File: src/rtl/nonce_dispatch.sv
// Buffers rng nonces in a small FIFO and issues them to the hash core under a per-job
// budget with early stop on found. Optional counters: define NONCE_DISPATCH_STATS_EN.
module nonce_dispatch #(
  parameter int WORDSIZE   = 32,
  parameter int FIFO_DEPTH = 4,
  parameter int CNT_W      = 16
) (
  input  logic                clk,
  input  logic                reset,
  input  logic                start,
  input  logic [CNT_W-1:0]    max_nonces,
  input  logic [WORDSIZE-1:0] rng_data,
  input  logic                rng_ready,
  output logic                rng_en,
  output logic [WORDSIZE-1:0] nonce_data,
  output logic                nonce_valid,
  input  logic                nonce_ready,
  input  logic                found,
  input  logic [WORDSIZE-1:0] found_nonce,
  output logic                busy,
  output logic                done,
  output logic                success,
  output logic [WORDSIZE-1:0] result
`ifdef NONCE_DISPATCH_STATS_EN
  ,
  output logic [CNT_W-1:0]    issued_cnt,
  output logic [CNT_W-1:0]    stall_cnt
`endif
);

  localparam int PTR_W  = $clog2(FIFO_DEPTH);
  localparam int CNT_FW = PTR_W + 1;
  localparam logic [CNT_FW-1:0] DEPTH_C = CNT_FW'(FIFO_DEPTH);

  typedef enum logic [1:0] {
    IDLE  = 2'd0,
    RUN   = 2'd1,
    DRAIN = 2'd2,
    DONE  = 2'd3
  } state_t;

  state_t state, state_nxt;

  logic [WORDSIZE-1:0] mem [FIFO_DEPTH];
  logic [PTR_W-1:0]    wr_ptr, rd_ptr;
  logic [CNT_FW-1:0]   count;
  logic [CNT_W-1:0]    remaining;

  logic active;
  logic fifo_empty;
  logic fifo_full;
  logic accept;
  logic pull;
  logic hit;
  logic flush;
  logic xfer;
  logic pop;

  assign active     = (state == RUN) || (state == DRAIN);
  assign fifo_empty = (count == '0);
  // Registered count only: a pop in the same cycle never makes room for a push.
  assign fifo_full  = (count == DEPTH_C);
  assign hit        = found & active;
  assign flush      = accept | hit;
  assign xfer       = nonce_valid & nonce_ready;
  assign pop        = xfer & ~hit;

  always_ff @(posedge clk or negedge reset) begin
    if (!reset) begin
      state <= IDLE;
    end else begin
      state <= state_nxt;
    end
  end

  always_comb begin
    state_nxt = state;
    accept    = 1'b0;
    pull      = 1'b0;
    case (state)
      IDLE: begin
        if (start) begin
          accept    = 1'b1;
          state_nxt = (max_nonces == '0) ? DONE : RUN;
        end
      end
      RUN: begin
        if (found) begin
          state_nxt = DONE;
        end else begin
          pull = rng_ready & ~fifo_full & (remaining != '0);
          if (pull && (remaining == CNT_W'(1))) begin
            state_nxt = DRAIN;
          end
        end
      end
      DRAIN: begin
        if (found || fifo_empty) begin
          state_nxt = DONE;
        end
      end
      DONE: begin
        state_nxt = IDLE;
      end
      default: begin
        state_nxt = IDLE;
      end
    endcase
  end

  always_ff @(posedge clk or negedge reset) begin
    if (!reset) begin
      wr_ptr <= '0;
      rd_ptr <= '0;
      count  <= '0;
    end else if (flush) begin
      wr_ptr <= '0;
      rd_ptr <= '0;
      count  <= '0;
    end else begin
      if (pull) begin
        wr_ptr <= wr_ptr + PTR_W'(1);
      end
      if (pop) begin
        rd_ptr <= rd_ptr + PTR_W'(1);
      end
      count <= count + CNT_FW'(pull) - CNT_FW'(pop);
    end
  end

  // Storage needs no reset: nonce_data is gated by valid, and valid follows count.
  always_ff @(posedge clk) begin
    if (pull) begin
      mem[wr_ptr] <= rng_data;
    end
  end

  always_ff @(posedge clk or negedge reset) begin
    if (!reset) begin
      remaining <= '0;
    end else if (accept) begin
      remaining <= max_nonces;
    end else if (pull) begin
      remaining <= remaining - CNT_W'(1);
    end
  end

  always_ff @(posedge clk or negedge reset) begin
    if (!reset) begin
      success <= 1'b0;
      result  <= '0;
    end else if (accept) begin
      success <= 1'b0;
      result  <= '0;
    end else if (hit) begin
      success <= 1'b1;
      result  <= found_nonce;
    end
  end

  assign rng_en      = pull;
  assign nonce_valid = ~fifo_empty & active;
  assign nonce_data  = nonce_valid ? mem[rd_ptr] : '0;
  assign busy        = (state != IDLE);
  assign done        = (state == DONE);

`ifdef NONCE_DISPATCH_STATS_EN
  always_ff @(posedge clk or negedge reset) begin
    if (!reset) begin
      issued_cnt <= '0;
    end else if (accept) begin
      issued_cnt <= '0;
    end else if (xfer && !(&issued_cnt)) begin
      issued_cnt <= issued_cnt + CNT_W'(1);
    end
  end

  // nonce_valid already implies RUN or DRAIN.
  always_ff @(posedge clk or negedge reset) begin
    if (!reset) begin
      stall_cnt <= '0;
    end else if (nonce_valid && !nonce_ready && !(&stall_cnt)) begin
      stall_cnt <= stall_cnt + CNT_W'(1);
    end
  end
`endif

endmodule

File: config.mk
export PLATFORM = sky130hd
export DESIGN_NAME = nonce_dispatch
export DESIGN_NICKNAME = d
export VERILOG_FILES = /design/src/rtl/nonce_dispatch.sv
export SDC_FILE = /design/constraint.sdc
export NUM_CORES = 1
export LEC_CHECK = 0
export ABC_CLOCK_PERIOD_IN_PS = 4430
export BUFFER_PORTS_ARGS = -buffer_cell sky130_fd_sc_hd__buf_2
export CAP_MARGIN = 40
export CELL_PAD_IN_SITES_DETAIL_PLACEMENT = 2
export CELL_PAD_IN_SITES_GLOBAL_PLACEMENT = 2
export CORE_MARGIN = 2
export CORE_UTILIZATION = 41
export DETAILED_ROUTE_END_ITERATION = 10
export HOLD_SLACK_MARGIN = 0.05
export PLACE_DENSITY = 0.86
export SYNTH_ARGS = -nofsm -noshare
export SYNTH_HDL_FRONTEND = slang
export SYNTH_SLANG_ARGS = --single-unit
export TNS_END_PERCENT = 10
File: constraint.sdc
create_clock -name clk -period 4.43 [get_ports clk]
set_input_delay 0.2215 -clock clk [delete_from_list [all_inputs] [get_ports clk]]
set_output_delay 0.2215 -clock clk [all_outputs]
set_load 0.01 [all_outputs]
; ---- Yosys cells after proc, flatten, opt, wreduce, memory -nomap -nowiden
; Memories as Yosys holds them, arrays and structs flattened.
; Cells that the tools add are included.
[word_totals]
output_inout_bits = 69
mem_count = 1
ramBits = 128
register_bits = 58
[op_classes]
bitwise = 10
reduce_logical = 13
eq_ne = 8
add_sub_neg = 5
muxes = 24
[memory_table]
columns = memory, words, width, read_ports, rd_ports_with_merged_regs, write_ports, line_no
row1 = mem, 4, 32, 1, 0, 1, 44  ; logic [WORDSIZE-1:0] mem [FIFO_DEPTH];
[op_table]
columns = operator, n
row1 = 2-to-1 mux 32 bit, 3
row2 = 2-to-1 mux 16 bit, 2
row3 = 2-to-1 mux 2 bit, 9
row4 = "== test 16 x 1 -> 1 bit, second input constant", 1
row5 = zero test 16 bit, 1
row6 = nonzero test 16 bit, 1
row7 = "subtractor 16 x 1 -> 16 bit, second input constant", 1
row8 = nonzero test 2 bit, 5
row9 = 2-to-1 mux 1 bit, 8
row10 = one-hot mux 2 bit (4 select lines), 1
row11 = AND 1 bit, 6
row12 = "adder 2 x 1 -> 2 bit, second input constant", 2
row13 = "== test 2 bit, second input constant", 2
row14 = adder 3 x 1 -> 3 bit, 1
row15 = "== test 3 bit, second input constant", 1
row16 = zero test 3 bit, 1
row17 = 2-to-1 mux 3 bit, 1
row18 = "!= test 3 x 2 -> 1 bit, second input constant", 1
row19 = NOT 1 bit, 3
row20 = AND reduction 3 bit, 1
row21 = subtractor 3 x 1 -> 3 bit, 1
row22 = "== test 2 x 1 -> 1 bit, second input constant", 1
row23 = zero test 2 bit, 1
row24 = logical OR 1 bit, 2
row25 = other kinds (4), 4

; ---- Longest topological paths before layout
; Gate-level depths: netlist (run 1).
[logic_depth]
ltp_word = 9
depth_mapped = 13
ltp_nobuf = 12

; ---- Worst setup path before layout (run 1)
; No wires, ideal clock.
[synth_timing]
path_kind = reg2reg
startpoint = register state[1]
endpoint = memory mem[0][0] (enable)
arrival_ns = 2.301
path_buffers = 2
slack_ns = 1.737
required_ns = 4.038
period_less_slack_ns = 2.693
setup_ns = 0.392
path_stages_with_launch = 8
path_cell_list = dfrtp_1 > inv_1 > ha_1 > and3b_1 > dlygate4sd1_1 > and2_1 > clkbuf_1 > and3_1
[synth_between]
elab_chain_len = 4
[synth_rtl]
columns = element, line_no
row1 = start: declaration, 42  ; state_t state, state_nxt;
row2 = start signal: assignment, 72  ; state <= state_nxt;
row3 = == test 2 x 1 -> 1 bit, 80  ; case (state)
row4 = 2-to-1 mux 1 bit, 80
row5 = 2-to-1 mux 1 bit, 133  ; if (pull) begin
row6 = 2-to-1 mux 1 bit (not written as such), 134  ; mem[wr_ptr] <= rng_data;
row7 = end: declaration, 44
; No other way between the ends.

; ---- Worst setup path in the final report (run 1)
[layout_timing]
startpoint = register remaining[1]
endpoint = register count[2]
[layout_between]
elab_chain_len = 7
[layout_rtl]
columns = element, line_no
row1 = start: declaration, 47  ; logic [CNT_W-1:0] remaining;
row2 = start signal: assignment, 142  ; remaining <= max_nonces;
row3 = start signal: assignment, 144  ; remaining <= remaining - CNT_W'(1);
row4 = nonzero test 16 bit, 91  ; pull = rng_ready & ~fifo_full & (remaining != '0);
row5 = AND 1 bit, 91
row6 = 2-to-1 mux 1 bit, 88  ; if (found) begin
row7 = 2-to-1 mux 1 bit, 80
row8 = adder 3 x 1 -> 3 bit, 127  ; count <= count + CNT_FW'(pull) - CNT_FW'(pop);
row9 = subtractor 3 x 1 -> 3 bit, 127
row10 = 2-to-1 mux 3 bit, 116  ; end else if (flush) begin
row11 = end signal: assignment, 127
row12 = end: declaration, 46  ; logic [CNT_FW-1:0] count;
; No other way between the ends.
; A chain may end at the register's enable or synchronous reset.

==> results of run 1 <==
==> worst min path at each step <==
stage,endpoint,slack [ps],cells past startpoint
finish,remaining[11],90,3
global placement,remaining[14],430,2
floorplan,count[0],-70,0
CTS,remaining[12],60,3
detailed placement,result[18],450,2
global route,remaining[11],80,3
==> cell usage in the layout (no fill, tap or decap), types with 3 or more instances in the layout <==
master,Yosys,layout
nor2_1,22,22
inv_8,0,6
edfxtp_1,128,128
a31oi_1,11,11
o211ai_1,3,3
dlygate4sd3_1,1,69
and2_1,35,35
o21ai_0,5,5
nand2_1,75,75
clkbuf_16,0,17
buf_2,5,154
buf_4,0,5
or3_1,4,4
ha_1,13,13
a21oi_1,34,34
mux4_2,32,32
nand3_1,5,5
nor4_1,4,4
inv_6,0,3
clkinv_4,0,3
inv_1,13,13
and3_2,0,4
or4_1,8,8
nand4_1,8,8
o31ai_1,7,7
o41ai_1,3,3
xnor2_1,3,3
dfrtp_1,58,57
==> registers in the layout, summed over array words and instances (netlist names) <==
name and cells:
state 2, success 1, wr_ptr 2, rd_ptr 2, remaining 16, result 32
mem 128, count 3
==> critical path: stages, from the launching register on <==
cell,delay (ps)
dfrtp_1,410
inv_1,120
ha_1,220
nor3b_1,540
and4_1,650
nor2_1,210
ha_1,250
inv_1,70
fa_1,190
xor2_1,190
xnor2_1,140
nor2_1,50
==> per-layer routing <==
metal	vias up	routed length [µm]	part of all wire [%]
li1	2492	-	-
met2	190	13200	53
met3	35	1194	4.8
met5	-	0	0
met4	0	428	1.7
met1	2955	9898	40
==> cell type report <==
class                   count  area [µm²]  area share, %
multi-input cells         314        2410          23.52
diodes                      1       2.502        0.02442
repair buffers            234        1624          15.85
clock buffers              17       425.4          4.151
well taps                 234       292.8          2.857
inverters                  13       48.80         0.4762
flip-flops and latches    186        5296          51.69
clock inverters            15       147.6          1.441
==> logic make-up after synthesis <==
family,after synthesis,synth area share (%)
AO/OA/AOI/OAI,74,5.786
multiplexers,33,9.274
flip-flops,186,67.09
adder cells (fa/ha/maj),14,2.315
AND/OR/NAND/NOR,189,12.65
XOR/XNOR,4,0.4440
buffers and inverters,44,2.441
==> where the power goes <==
part / internal [µW] / switching, µW
clock: 752 / 750
combinational: 901 / 1170
sequential: 2150 / 278
==> metrics by stage <==
step	util, %	instances	cell area, µm²	worst slack, ps
2_1_floorplan	-	544	7893	1737
3_3_place_gp	47.19	906	8856	1580
3_5_place_dp	47.75	911	8961	1284
4_1_cts	54.48	1012	10220	1266
5_1_grt	54.59	1013	10240	955.5
6_report	54.60	1014	10250	1257
==> flow_summary.toml, run 1 <==
[min_path]
hold_path_class = "in2reg"
worstHoldStart = "max_nonces[11]"

[floorplan]
die_area_um2 = 20380
die_y_um = 142.7
row_count = 50
ioPinCount = 155
die_x_um = 142.7
start_util_pct = 42.05
coreArea_um2 = 18770

[cts]
cts_hold_buf = 69
clkSinkCount = 186
cts-root-buf = "clkbuf_16"
cts_setup_buffers = 0
cts_resized = 0
cts_buffer_depth = 2
clk_latency_ps = 440
cts.clk_slew.worst_paths_ps = 80
htreeDepth = 4
cts_tree = "done"
cts_buffers = 17

[worst_setup_path]
crit_path_start_kind = "register"
ff2ff_path_depth = 11
crit_required_ps = 4750
r2r-end = "count[2]"
crit_arrival_ps = 3500
cp-startpoint = "remaining[1]"
critical_path_class = "reg2reg"
cp_max_fo = 15
critPathCaptureType = "register"
reg2reg_from = "remaining[1]"
reg2reg_slack_ps = 1260
critical_path.endpoint = "count[2]"

[logic_synthesis]
synth_top_area_cell = "edfxtp_1"
ys_top_cells_by_area = "edfxtp_1 (49%), dfrtp_1 (18%), mux4_2 (9.1%), nand2_1 (3.6%), and2_1 (2.8%)"
synth_warnings = 0
synth.distinct_cells = 56
synth-edff-count = 128
yosysMostFrequentCell = "edfxtp_1"
synthFlopType = "edfxtp_1"
synth_common_cells = "edfxtp_1 (128), nand2_1 (75), dfrtp_1 (58)"
synthArstFlopShare_pct = 31.18
syn_area_um2 = 7893
yosysSeqAreaShare_pct = 67.09
postSynthCellCount = 544
synth_top_area_share_pct = 48.70
synth_seq_cells = 186
syn_avg_cell_area_um2 = 14.51
synth_nets = 644

[sta]
holdWs_ps = 91.05
setup_tns_ps = 0
tightestPinTransition_ps = 878.4
max_freq_ghz = 0.3152
fin_crit_ps = 3173
slew_headroom_pct = 41.44
fin_skew_ps = 10.68
rsz0062_at_grt = "no"
fin_crit_sh_pct = 71.63
hold_viol_final = 0
setup_viol_count_final = 0
slew_violations = 0

[drt]
wl_per_cell_um = 24.38
antenna_left = 0
vias_per_cell = 5.594
drt_iter0_markers = 261
drtPass1Iterations = 4
vias = 5672
drc = 0
wl_um = 24720

[global_route]
top_usage_layer = "met2"
antenna_found_initial = 0
track_usage_pct = 25.24
grt_use_met3_pct = 5.567
grt_max_degree = 59
grt_first_pass_wirelength_um = 38320
grtUsageMet2_pct = 45.57
grt_use_met1_pct = 30.27
grt-ovfl-total = 0
grt_pass1_vias = 6498

[power]
vdd.ir_drop.worst_v = 0.0002869
p_leak_uw = 0.004032
power_density_nw_per_um2 = 585.3
p_total_uw = 5998

[placed_design]
place.gp.congestion = 0.8584
hpwlAfterDp_um = 14950
portBuffers = 154

[layout]
drive_gt1_share_pct = 31.45
num-fill-cells = 1750
finish.net_count = 866
areaGrowthSynthToFinish_pct = 29.83

[run]
drv_cap = 0

[outcome]
status = "complete, no violations"
Power figures use the tool's default switching activity.
==> inputs of run 2 (changes only) <==
Settings changed: ABC_CLOCK_PERIOD_IN_PS 4430 to 2700, CORE_UTILIZATION 41 to 34, PLACE_DENSITY 0.86 to 0.76.
Clock period 4.43 ns to 2.7 ns, I/O delays scaled along.
==> run 2 against run 1 <==
Compared with the run above:
- non-clock buffer count rose by 26
- via count shrank 1.9%
- clock-buffer cell count is the same
==> flow_summary.toml, run 2 (synthesized netlist as in run 1, its figures left out) <==
[sta]
setup_tns_ps = 0
slew_violations = 0
fin_crit_ps = 2577
slew_headroom_pct = 43.00
fin_crit_sh_pct = 95.44
tightestPinTransition_ps = 855.0
hold_viol_final = 0
setup_viol_count_final = 0
max_freq_ghz = 0.3881
fin_skew_ps = 14.61

[cts]
cts-root-buf = "clkbuf_16"
cts_buffer_depth = 2
htreeDepth = 4
cts_buffers = 17
cts_tree = "done"
clk_latency_ps = 430
cts.clk_slew.worst_paths_ps = 80
clkSinkCount = 186

[drt]
drc = 0
vias = 5566
wl_per_cell_um = 21.20
wl_um = 23100
drtPass1Iterations = 4
drt_iter0_markers = 235
vias_per_cell = 5.106
antenna_left = 0

[worst_setup_path]
critical_path_class = "reg2reg"
crit_path_top_delay_cell = "dfrtp_1"
cp_top_family = "adder cells"
cp_cell_sequence = "inv_2, ha_1, o31a_1, and3b_2, ha_1, inv_1, ha_1, inv_1, fa_1, xor2_2, xnor2_1, nor2_1"
max_stage_delay_ps = 400
cp_max_fo = 3
cp-startpoint = "state[1]"
cp_common_cell = "ha_1"
critPathCaptureType = "register"
path_buf_inv = 3
crit_required_ps = 3010
reg2reg_from = "state[1]"
crit_path_start_kind = "register"
crit_arrival_ps = 2880

[global_route]
grt_pass1_vias = 6351
antenna_found_initial = 1
grt_use_met3_pct = 4.736
top_usage_layer = "met2"
track_usage_pct = 19.39
grt_max_degree = 36
grt-ovfl-total = 0
grtUsageMet2_pct = 35.03
grt_first_pass_wirelength_um = 36050
grt_use_met1_pct = 23.84

[layout]
fin_util_pct = 46.47
drive_gt1_share_pct = 33.08
top_regs = "mem x128, result x32, remaining x16"
largest-register = "mem"
finish.net_count = 892
final_cell_mix = "buf_2 (154), edfxtp_1 (128), dlygate4sd3_1 (80), nand2_1 (75), dfrtp_1 (56)"
largest_reg_flops = 128
final_common_cell = "buf_2"
areaGrowthSynthToFinish_pct = 33.70

[floorplan]
die_x_um = 156.4
start_util_pct = 34.75
coreArea_um2 = 22710
ioPinCount = 155
row_count = 55
die_y_um = 156.4
die_area_um2 = 24450

[power]
power_density_nw_per_um2 = 927.1
p_leak_uw = 0.004138
vdd.ir_drop.worst_v = 0.0004889

[min_path]
hold_path_class = "in2reg"
worstHoldStart = "max_nonces[3]"

[outcome]
status = "complete, no violations"

[placed_design]
portBuffers = 154
place.gp.congestion = 0.7903
hpwlAfterDp_um = 14910

[run]
drv_cap = 0
run 2: cell count changes in the layout (fill, tap and decap cells not counted), moves of 2 or more:
| cell | before | now |
|---|---|---|
| buf_4 | 5 | 21 |
| buf_8 | 2 | 0 |
| clkinv_8 | 1 | 3 |
| dlygate4sd3_1 | 69 | 80 |
| inv_1 | 13 | 11 |
| inv_2 | 0 | 2 |
| inv_6 | 3 | 1 |
| inv_8 | 6 | 4 |
run 2: final cells by class:
class	instances	area, µm²
Antenna cell	1	2.502
Clock buffer	17	425.4
Clock inverter	14	156.4
Fill cell	2249	12160
Inverter	13	48.80
Multi-Input combinational cell	314	2421
Sequential cell	186	5298
Tap cell	285	356.6
Timing Repair Buffer	260	1844
run 2: final timing paths:
check / end / slack, ps / cells past startpoint
hold / removal: remaining[3] / 140 / 3
hold reg to reg: result[23] / 530 / 2
setup / recovery: count[2] / 120 / 12
setup reg to reg: count[2] / 120 / 12
min in group asynchronous: result[12] / 370 / 2
max in group asynchronous: result[25] / 1450 / 3
run 2: per-stage QoR:
stage / cells / hold WS [ps] / worst slack [ps] / instance area [µm²] / power, µW
after floorplan: 544 / -160.6 / 6.901 / 7893 / 5883
after global placement: 973 / 278.5 / 219.3 / 9079 / 7014
after detailed placement: 975 / 300.3 / 66.93 / 9134 / 7244
after CTS: 1086 / 119.7 / 44.83 / 10520 / 9825
after global routing: 1089 / 140.4 / -1.168 / 10550 / 10380
final: 1090 / 137.8 / 123.1 / 10550 / 9783
run 2: power breakdown:
group | leakage (µW) | internal [µW] | switching, µW | total (µW)
Clock | 0.000275 | 1240 | 1220 | 2450
Combinational | 0.00199 | 1530 | 1910 | 3440
Sequential | 0.00188 | 3520 | 365 | 3890
run 2: worst min-delay path: stages:
cell     delay, ps
buf_2          110
nor2_1          80
a31oi_1        180
run 2: layer usage:
layer	part of all wire (%)	routed length (µm)	vias to the layer above
met3	4.7	1075	8
met5	0	0	-
met2	53	12150	141
met1	42	9790	2872
li1	-	-	2545
met4	0.39	90	0
run 2: repair_timing:
action	4_1_cts	5_1_grt
resized for setup	0	5
setup buffers	0	3
hold endpoints to repair	209	0
hold buffers	80	0
setup endpoints to repair	0	1
